**src/rtl/shift_reg_mc.sv**
```systemverilog
// shift_reg_mc -- multi-cycle shift register with load, logical/arithmetic
// shifts and rotates. One one-bit step is taken per enabled clock edge. An
// IDLE/SHIFT FSM counts the remaining steps.
// Optional feature macro: SHIFT_REG_SERIAL_EN adds serial_in/serial_out and
// enables mode 111 (serial shift-left). Without the macro, mode 111 is a hold.
module shift_reg_mc #(
    parameter int WIDTH   = 8,
    parameter int SHIFT_W = 4
) (
    input  logic               clk,
    input  logic               reset,
    input  logic               enable,
    input  logic               start,
    input  logic [2:0]         shift_direction,
    input  logic [SHIFT_W-1:0] shift_amount,
    input  logic [WIDTH-1:0]   data_in,
`ifdef SHIFT_REG_SERIAL_EN
    input  logic               serial_in,
    output logic               serial_out,
`endif
    output logic [WIDTH-1:0]   data_out,
    output logic               busy,
    output logic               done
);

    localparam logic [2:0] MODE_HOLD = 3'b000;
    localparam logic [2:0] MODE_LOAD = 3'b001;
    localparam logic [2:0] MODE_SLL  = 3'b010;
    localparam logic [2:0] MODE_SRL  = 3'b011;
    localparam logic [2:0] MODE_SRA  = 3'b100;
    localparam logic [2:0] MODE_ROL  = 3'b101;
    localparam logic [2:0] MODE_ROR  = 3'b110;
    localparam logic [2:0] MODE_SER  = 3'b111;

    localparam logic [SHIFT_W-1:0] CNT_ZERO = '0;
    localparam logic [SHIFT_W-1:0] CNT_ONE  = {{(SHIFT_W-1){1'b0}}, 1'b1};

`ifdef SHIFT_REG_SERIAL_EN
    localparam bit SERIAL_EN = 1'b1;
`else
    localparam bit SERIAL_EN = 1'b0;
`endif

    typedef enum logic {
        S_IDLE  = 1'b0,
        S_SHIFT = 1'b1
    } state_t;

    state_t               r_state;
    logic [WIDTH-1:0]     r_data;
    logic [2:0]           r_mode;
    logic [SHIFT_W-1:0]   r_count;
    logic                 r_done;

    logic                 w_serial_bit;
    logic                 w_cmd_is_shift;
    logic [WIDTH-1:0]     w_step_cmd;
    logic [WIDTH-1:0]     w_step_run;

`ifdef SHIFT_REG_SERIAL_EN
    assign w_serial_bit = serial_in;
    assign serial_out   = r_data[WIDTH-1];
`else
    assign w_serial_bit = 1'b0;
`endif

    // One single-bit step of the given mode; non-shift modes return d unchanged.
    function automatic logic [WIDTH-1:0] f_step(input logic [2:0] mode,
                                                input logic [WIDTH-1:0] d,
                                                input logic sin);
        logic [WIDTH-1:0] res;
        res = d;
        case (mode)
            MODE_SLL: res = {d[WIDTH-2:0], 1'b0};
            MODE_SRL: res = {1'b0, d[WIDTH-1:1]};
            MODE_SRA: res = {d[WIDTH-1], d[WIDTH-1:1]};
            MODE_ROL: res = {d[WIDTH-2:0], d[WIDTH-1]};
            MODE_ROR: res = {d[0], d[WIDTH-1:1]};
            MODE_SER: res = SERIAL_EN ? {d[WIDTH-2:0], sin} : d;
            default:  res = d;
        endcase
        return res;
    endfunction

    // Classify the incoming command: does it take one or more shift steps?
    always_comb begin
        // NOTE: every signal written here gets a default first, so no path leaves it unassigned and no latch is inferred.
        w_cmd_is_shift = 1'b0;
        case (shift_direction)
            MODE_SLL, MODE_SRL, MODE_SRA, MODE_ROL, MODE_ROR: w_cmd_is_shift = 1'b1;
            MODE_SER:                                         w_cmd_is_shift = SERIAL_EN;
            default:                                          w_cmd_is_shift = 1'b0;
        endcase
    end

    // First step uses the live command mode; later steps use the captured mode.
    assign w_step_cmd = f_step(shift_direction, r_data, w_serial_bit);
    assign w_step_run = f_step(r_mode, r_data, w_serial_bit);

    // FSM, data register, step counter and done pulse.
    always_ff @(posedge clk or negedge reset) begin
        if (!reset) begin
            r_state <= S_IDLE;
            r_data  <= '0;
            r_mode  <= MODE_HOLD;
            r_count <= CNT_ZERO;
            r_done  <= 1'b0;
        end else if (!enable) begin
            // Frozen: only the done pulse is cleared.
            r_done <= 1'b0;
        end else begin
            // NOTE: state is updated with non-blocking assignments so every register samples pre-edge values.
            case (r_state)
                S_IDLE: begin
                    r_done <= 1'b0;
                    if (start) begin
                        if (w_cmd_is_shift && (shift_amount != CNT_ZERO)) begin
                            r_data <= w_step_cmd;
                            r_mode <= shift_direction;
                            if (shift_amount == CNT_ONE) begin
                                r_done <= 1'b1;
                            end else begin
                                r_state <= S_SHIFT;
                                r_count <= shift_amount - CNT_ONE;
                            end
                        end else begin
                            if (shift_direction == MODE_LOAD) begin
                                r_data <= data_in;
                            end
                            r_done <= 1'b1;
                        end
                    end
                end
                S_SHIFT: begin
                    r_data  <= w_step_run;
                    r_count <= r_count - CNT_ONE;
                    if (r_count == CNT_ONE) begin
                        r_state <= S_IDLE;
                        r_done  <= 1'b1;
                    end else begin
                        r_done  <= 1'b0;
                    end
                end
                default: begin
                    r_state <= S_IDLE;
                    r_done  <= 1'b0;
                end
            endcase
        end
    end

    assign data_out = r_data;
    assign busy     = (r_state == S_SHIFT);
    assign done     = r_done;

endmodule

```
**config.mk**
```make
export PLATFORM = sky130hd
export DESIGN_NAME = shift_reg_mc
export DESIGN_NICKNAME = d
export VERILOG_FILES = /design/src/rtl/shift_reg_mc.sv
export SDC_FILE = /design/constraint.sdc
export NUM_CORES = 1
export LEC_CHECK = 0
export CORE_UTILIZATION = 55
export CTS_BUF_LIST = sky130_fd_sc_hd__clkbuf_16
export DETAILED_ROUTE_END_ITERATION = 16
export PLACE_DENSITY = 0.95
export SETUP_SLACK_MARGIN = 0.02
export SLEW_MARGIN = 20
export SYNTH_ARGS = -nofsm -noshare
export SYNTH_HDL_FRONTEND = slang
export SYNTH_SLANG_ARGS = --single-unit
```
**constraint.sdc**
```tcl
create_clock -name clk -period 2.5 [get_ports clk]
set_input_delay 0.25 -clock clk [delete_from_list [all_inputs] [get_ports clk]]
set_output_delay 0.25 -clock clk [all_outputs]
set_load 0.005 [all_outputs]
```
# After elaboration in Yosys (flattened, before gate mapping)

Index checks and enable logic that the tools add are counted.

Shift-type cells: 0
Add/subtract/negate cells: 2
Muxes and demuxes: 22
Bitwise logic cells: 1
Magnitude comparators: 0
Divide/modulo/power cells: 0
Reductions and logical operators: 7
Eq/ne operators: 23
Multipliers: 0

Operators by type and width:

| operator                                                                | number |
|---|---|
| 8-bit case mux with 5 select lines                                      | 2 |
| 8-bit 2-to-1 mux                                                        | 3 |
| 3-bit == test, second input constant                                    | 6 |
| 8-bit case mux with 2 select lines                                      | 1 |
| 3-bit by 2-bit == test with 1-bit output, second input constant         | 4 |
| 4-bit 2-to-1 mux                                                        | 3 |
| 1-bit 2-to-1 mux                                                        | 10 |
| 4-bit by 1-bit == test with 1-bit output, second input constant         | 2 |
| 2-bit inequality test, second input constant                            | 4 |
| 4-bit case mux with 2 select lines                                      | 1 |
| 4-bit AND reduction                                                     | 2 |
| 4-bit by 1-bit subtractor with 4-bit output, second input constant      | 2 |
| 7-bit by 2-bit inequality test with 1-bit output, second input constant | 1 |
| 7-bit AND reduction                                                     | 1 |
| 3-bit inequality test, second input constant                            | 2 |
| 6-bit by 1-bit inequality test with 1-bit output, second input constant | 1 |
| 6-bit by 2-bit inequality test with 1-bit output, second input constant | 1 |
| 5-bit by 1-bit inequality test with 1-bit output, second input constant | 1 |
| 5-bit AND reduction                                                     | 1 |
| 5-bit OR reduction                                                      | 1 |
| 1-bit case mux with 2 select lines                                      | 2 |
| 4-bit nonzero test                                                      | 1 |
| 3-bit by 1-bit == test with 1-bit output, second input constant         | 1 |
| 1-bit logical AND                                                       | 1 |
| 1-bit inverter                                                          | 1 |

Memory bits (writable): 0
Output and inout bits: 10
Logic and storage cells: 61
Latch bits: 0
Memories kept: 0
ROM bits: 0
Flip-flop bits (word level): 17

# Logic depth before layout (Yosys ltp)

Word-level depth: 8
Mapped depth: 7
Gate-level depth less buffers: 7

# Least setup slack after synthesis

OpenSTA, ideal clock, no wires.

Path type: input to register
From: input shift_amount[0]
To: register r_data[7], in the netlist data_out[7]
Arrival time: 1.598 ns
Buffers on the path: 0
Cell stages on the path: 6
Setup slack: 0.777 ns
Setup time: 0.125 ns
Required time: 2.375 ns
Path through: inv_1 ha_1 a221oi_4 o2111ai_2 a211oi_2 mux2_4

Longest elaborated chain between the ends: 5
Elaborated cells between the ends (all ways): 9
Those cells by class: 3 x eq/ne; 3 x mux; 3 x reduce/logical

RTL lines:

| element                            | line | RTL |
|---|---|---|
| start: declaration                 | 15   | `input logic [SHIFT_W-1:0] shift_amount,` |
| 4-bit nonzero test *               | 117  | `if (w_cmd_is_shift && (shift_amount != CNT_ZERO)) begin` |
| 1-bit logical AND *                | 117  |  |
| 8-bit 2-to-1 mux                   | 117  |  |
| 8-bit 2-to-1 mux                   | 116  | `if (start) begin` |
| 8-bit case mux with 2 select lines | 113  | `case (r_state)` |
| end signal: assignment             | 118  | `r_data <= w_step_cmd;` |
| end signal: assignment             | 128  | `r_data <= data_in;` |
| end signal: assignment             | 135  | `r_data <= w_step_run;` |
| end: declaration                   | 50   | `logic [WIDTH-1:0] r_data;` |

Mark *: on every way between the ends. The rest lies on a longest branch, timed or not. The select of a mux whose other input is x is not followed.
A chain may end at the register's enable or synchronous reset.

# Final worst setup path

Ends and elaborated chain as after synthesis.

==> results.sh <==
export IMPL_slew_violations=0
export IMPL_hold_violations=0
export IMPL_yosys_warnings=0
export IMPL_ir_drop_v=0.000682
export IMPL_io_buffers=28
export IMPL_min_period_ns=2.14
export IMPL_worstHoldPathType="in -> async"
export IMPL_final_setup_viol_count=0
export IMPL_crit_fanout=5
export IMPL_drc=0
export IMPL_slew_headroom_pct=47.9
export IMPL_fin_area_um2=1810
export IMPL_routed_wl_um=4210
export IMPL_routabilityCongestion=0.836
export IMPL_antenna_cells=0
export IMPL_grt_use_met2_pct=54.0
export IMPL_num_rows=18
export IMPL_syn_nets=195
export IMPL_p_leak_nw=0.718
export IMPL_cts_setup_buffers=0
export IMPL_rsz0062_at_grt="false"
export IMPL_r2r_start="busy"
export IMPL_crit_path_start_kind="primary input"
export IMPL_avgSynthCellArea_um2=8.44
export IMPL_worstSetupPathType="in -> reg"
export IMPL_ctsResizeCount=0
export IMPL_final_fill_count=177
export IMPL_die_area_um2=2850
export IMPL_crit_arrival_ns=2.27
export IMPL_numCtsBuffers=3
export IMPL_dp_hpwl_um=2740
export IMPL_dr_first_iter_drc_count=110
export IMPL_path_clk_slew_ns=0.06
export IMPL_post_dp_cell_area_um2=1730
export IMPL_grt_pass1_wl_um=6440
export IMPL_grt_busiest_layer="met2"
export IMPL_firstDrtPassIters=5
export IMPL_cap_violations=0
export IMPL_ant_nets=0
export IMPL_clkSinkCount=17
export IMPL_grt_overflow=0
export IMPL_core_um2=2480
export IMPL_multi_input_area_um2=933
export IMPL_clock_latency_ns=0.25
export IMPL_cts_tree="built"
export IMPL_clockRootBuffer="clkbuf_16"
export IMPL_syn_inst=172
export IMPL_syn_area_um2=1450
export IMPL_synth_seq_cells=17
export IMPL_wl_per_cell_um=18.5
export IMPL_crit_start="shift_amount[0]"
export IMPL_num_io_pins=29
export IMPL_via_count=1524
export IMPL_drive_above_1_share_pct=12.2
export IMPL_worst_pin_slew_ns=0.780
export IMPL_track_usage_pct=31.9
export IMPL_fin_skew_ns=0.00360
export IMPL_power_density_nw_per_um2=1030
export IMPL_ys_seq_area_share_pct=29.3
export IMPL_status="complete, no violations"
export IMPL_die_y_um=53.4
export IMPL_hold_buffers=0
export IMPL_antenna_found_initial=0
export IMPL_end_kind="flip-flop"
export IMPL_grt_use_met1_pct=40.8
export IMPL_ff_latch_area_um2=425
export IMPL_crit_required_ns=2.63
export IMPL_htree_levels=1
export IMPL_grt_pass1_vias=1333
export IMPL_setup_tns_ns=0
export IMPL_syn2layout_area_growth_pct=24.9
export IMPL_fmax_ghz=0.468
export IMPL_start_util_pct=58.6
export IMPL_die_x_um=53.4
export IMPL_cts_max_path_buffers=2
export IMPL_min_period_over_period_pct=85.5
export IMPL_vias_per_cell=6.71
export IMPL_grt_max_degree=24
export IMPL_num_nets_final=221
export IMPL_yosysUniqueCellTypes=45
export IMPL_grtUsageMet3_pct=5.75
## registers in the layout, summed over array words and instances, names as in the netlist
register / count
data_out: 8
r_mode: 3
done: 1
busy: 1
r_count: 4
## cell families after synthesis
family | count (synthesis) | synth area share, %
AO/OA/AOI/OAI | 60 | 28.8
XOR/XNOR | 2 | 1.21
adder cells (fa/ha/maj) | 4 | 3.45
buffers and inverters | 17 | 6.38
flip-flops | 17 | 29.3
multiplexers | 14 | 10.5
AND/OR/NAND/NOR | 58 | 20.3
## cells in the mapped netlist
cell / number / area share [%]
a211oi_1: 1 / 0.52
a211oi_2: 2 / 1.7
a21o_1: 1 / 0.52
a21oi_1: 13 / 4.5
a221o_1: 1 / 0.69
a221oi_1: 7 / 4.2
a221oi_4: 1 / 1.8
a22o_1: 1 / 0.60
a22oi_1: 7 / 3.6
a311oi_1: 1 / 0.60
a31o_2: 1 / 0.60
a31oi_1: 2 / 0.86
and2_1: 1 / 0.43
and2_4: 1 / 0.60
and2b_2: 1 / 0.60
and3_1: 1 / 0.43
and3_2: 1 / 0.52
buf_2: 2 / 0.69
buf_6: 2 / 1.6
clkbuf_1: 6 / 1.6
clkbuf_2: 1 / 0.34
clkbuf_8: 1 / 0.95
dfrtp_1: 17 / 29
ha_1: 4 / 3.4
inv_1: 5 / 1.3
mux2_2: 3 / 2.3
mux2_4: 1 / 1.0
mux2i_1: 9 / 6.2
mux2i_2: 1 / 0.95
nand2_1: 26 / 6.7
nand3_1: 3 / 1.0
nand3b_1: 2 / 1.0
nand4b_1: 2 / 1.2
nor2_1: 5 / 1.3
nor2_2: 1 / 0.43
nor2b_1: 8 / 3.4
nor3_1: 4 / 1.4
o2111ai_2: 1 / 1.0
o21ai_0: 17 / 5.9
o21ai_1: 3 / 1.0
o2bb2ai_1: 1 / 0.60
or2_2: 1 / 0.43
or4bb_1: 1 / 0.78
xnor2_1: 1 / 0.60
xor2_1: 1 / 0.60
## worst max-delay path, cell delays in order
cell and delay (ns):
clkdlybuf4s50_1 0.55, inv_1 0.07, ha_1 0.26, a221oi_4 0.39
o2111ai_2 0.20, a211oi_2 0.23, mux2_4 0.32
## power by group
part / internal, mW / switching (mW) / total (mW)
Clock: 0.214 / 0.115 / 0.329
Combinational: 0.477 / 0.425 / 0.902
Sequential: 0.389 / 0.253 / 0.642
## final timing paths
path / end / slack (ns) / cells past startpoint
worst min register to register: data_out[5] / 0.64 / 2
worst min-delay path: r_count[2] / 0.45 / 1
max in group asynchronous: data_out[2] / 1.56 / 1
worst max register to register: r_mode[1] / 0.53 / 4
worst max-delay path: data_out[7] / 0.36 / 7
min in group clk: data_out[5] / 0.64 / 2
## through the flow
stage	hold WS, ns	cells	power (mW)	setup slack, ns	util [%]
finish	0.455	227	1.87	0.362	73.2
global route	0.514	227	1.99	0.277	73.2
CTS	0.485	227	1.85	0.366	73.2
detailed placement	0.604	223	1.50	0.113	69.9
global placement	0.580	223	1.43	0.223	69.9
floorplan	-0.0456	172	1.20	0.777	-
## layout make-up
class                           count  share of cell area, %
Clock buffer                        3                   4.14
Clock inverter                      1                  0.276
Tap cell                           30                   2.07
Multi-Input combinational cell    138                   51.5
Sequential cell                    17                   23.5
Timing Repair Buffer               33                   17.5
Inverter                            5                   1.04
## layer usage
layer / vias to the layer above / wire (um)
met5: - / 0
met4: 0 / 104
met3: 18 / 423
met2: 107 / 2010
met1: 713 / 1670
li1: 686 / -
## cell usage in the layout, fill, tap and decap left out, types with 2 or more instances in the layout
| cell | count |
|---|---|
| o21ai_1 | 3 |
| a211oi_2 | 2 |
| ha_1 | 4 |
| clkdlybuf4s50_1 | 28 |
| mux2i_1 | 9 |
| nor3_1 | 4 |
| a31oi_1 | 2 |
| nor2b_1 | 8 |
| a21oi_1 | 13 |
| buf_4 | 5 |
| clkbuf_16 | 3 |
| inv_1 | 5 |
| nand4b_1 | 2 |
| dfrtp_1 | 17 |
| nor2_1 | 5 |
| nand3_1 | 3 |
| a221oi_1 | 7 |
| mux2_2 | 3 |
| o21ai_0 | 17 |
| nand2_1 | 26 |
| a22oi_1 | 7 |
| nand3b_1 | 2 |
No activity file was read; power rests on OpenSTA's default activity.
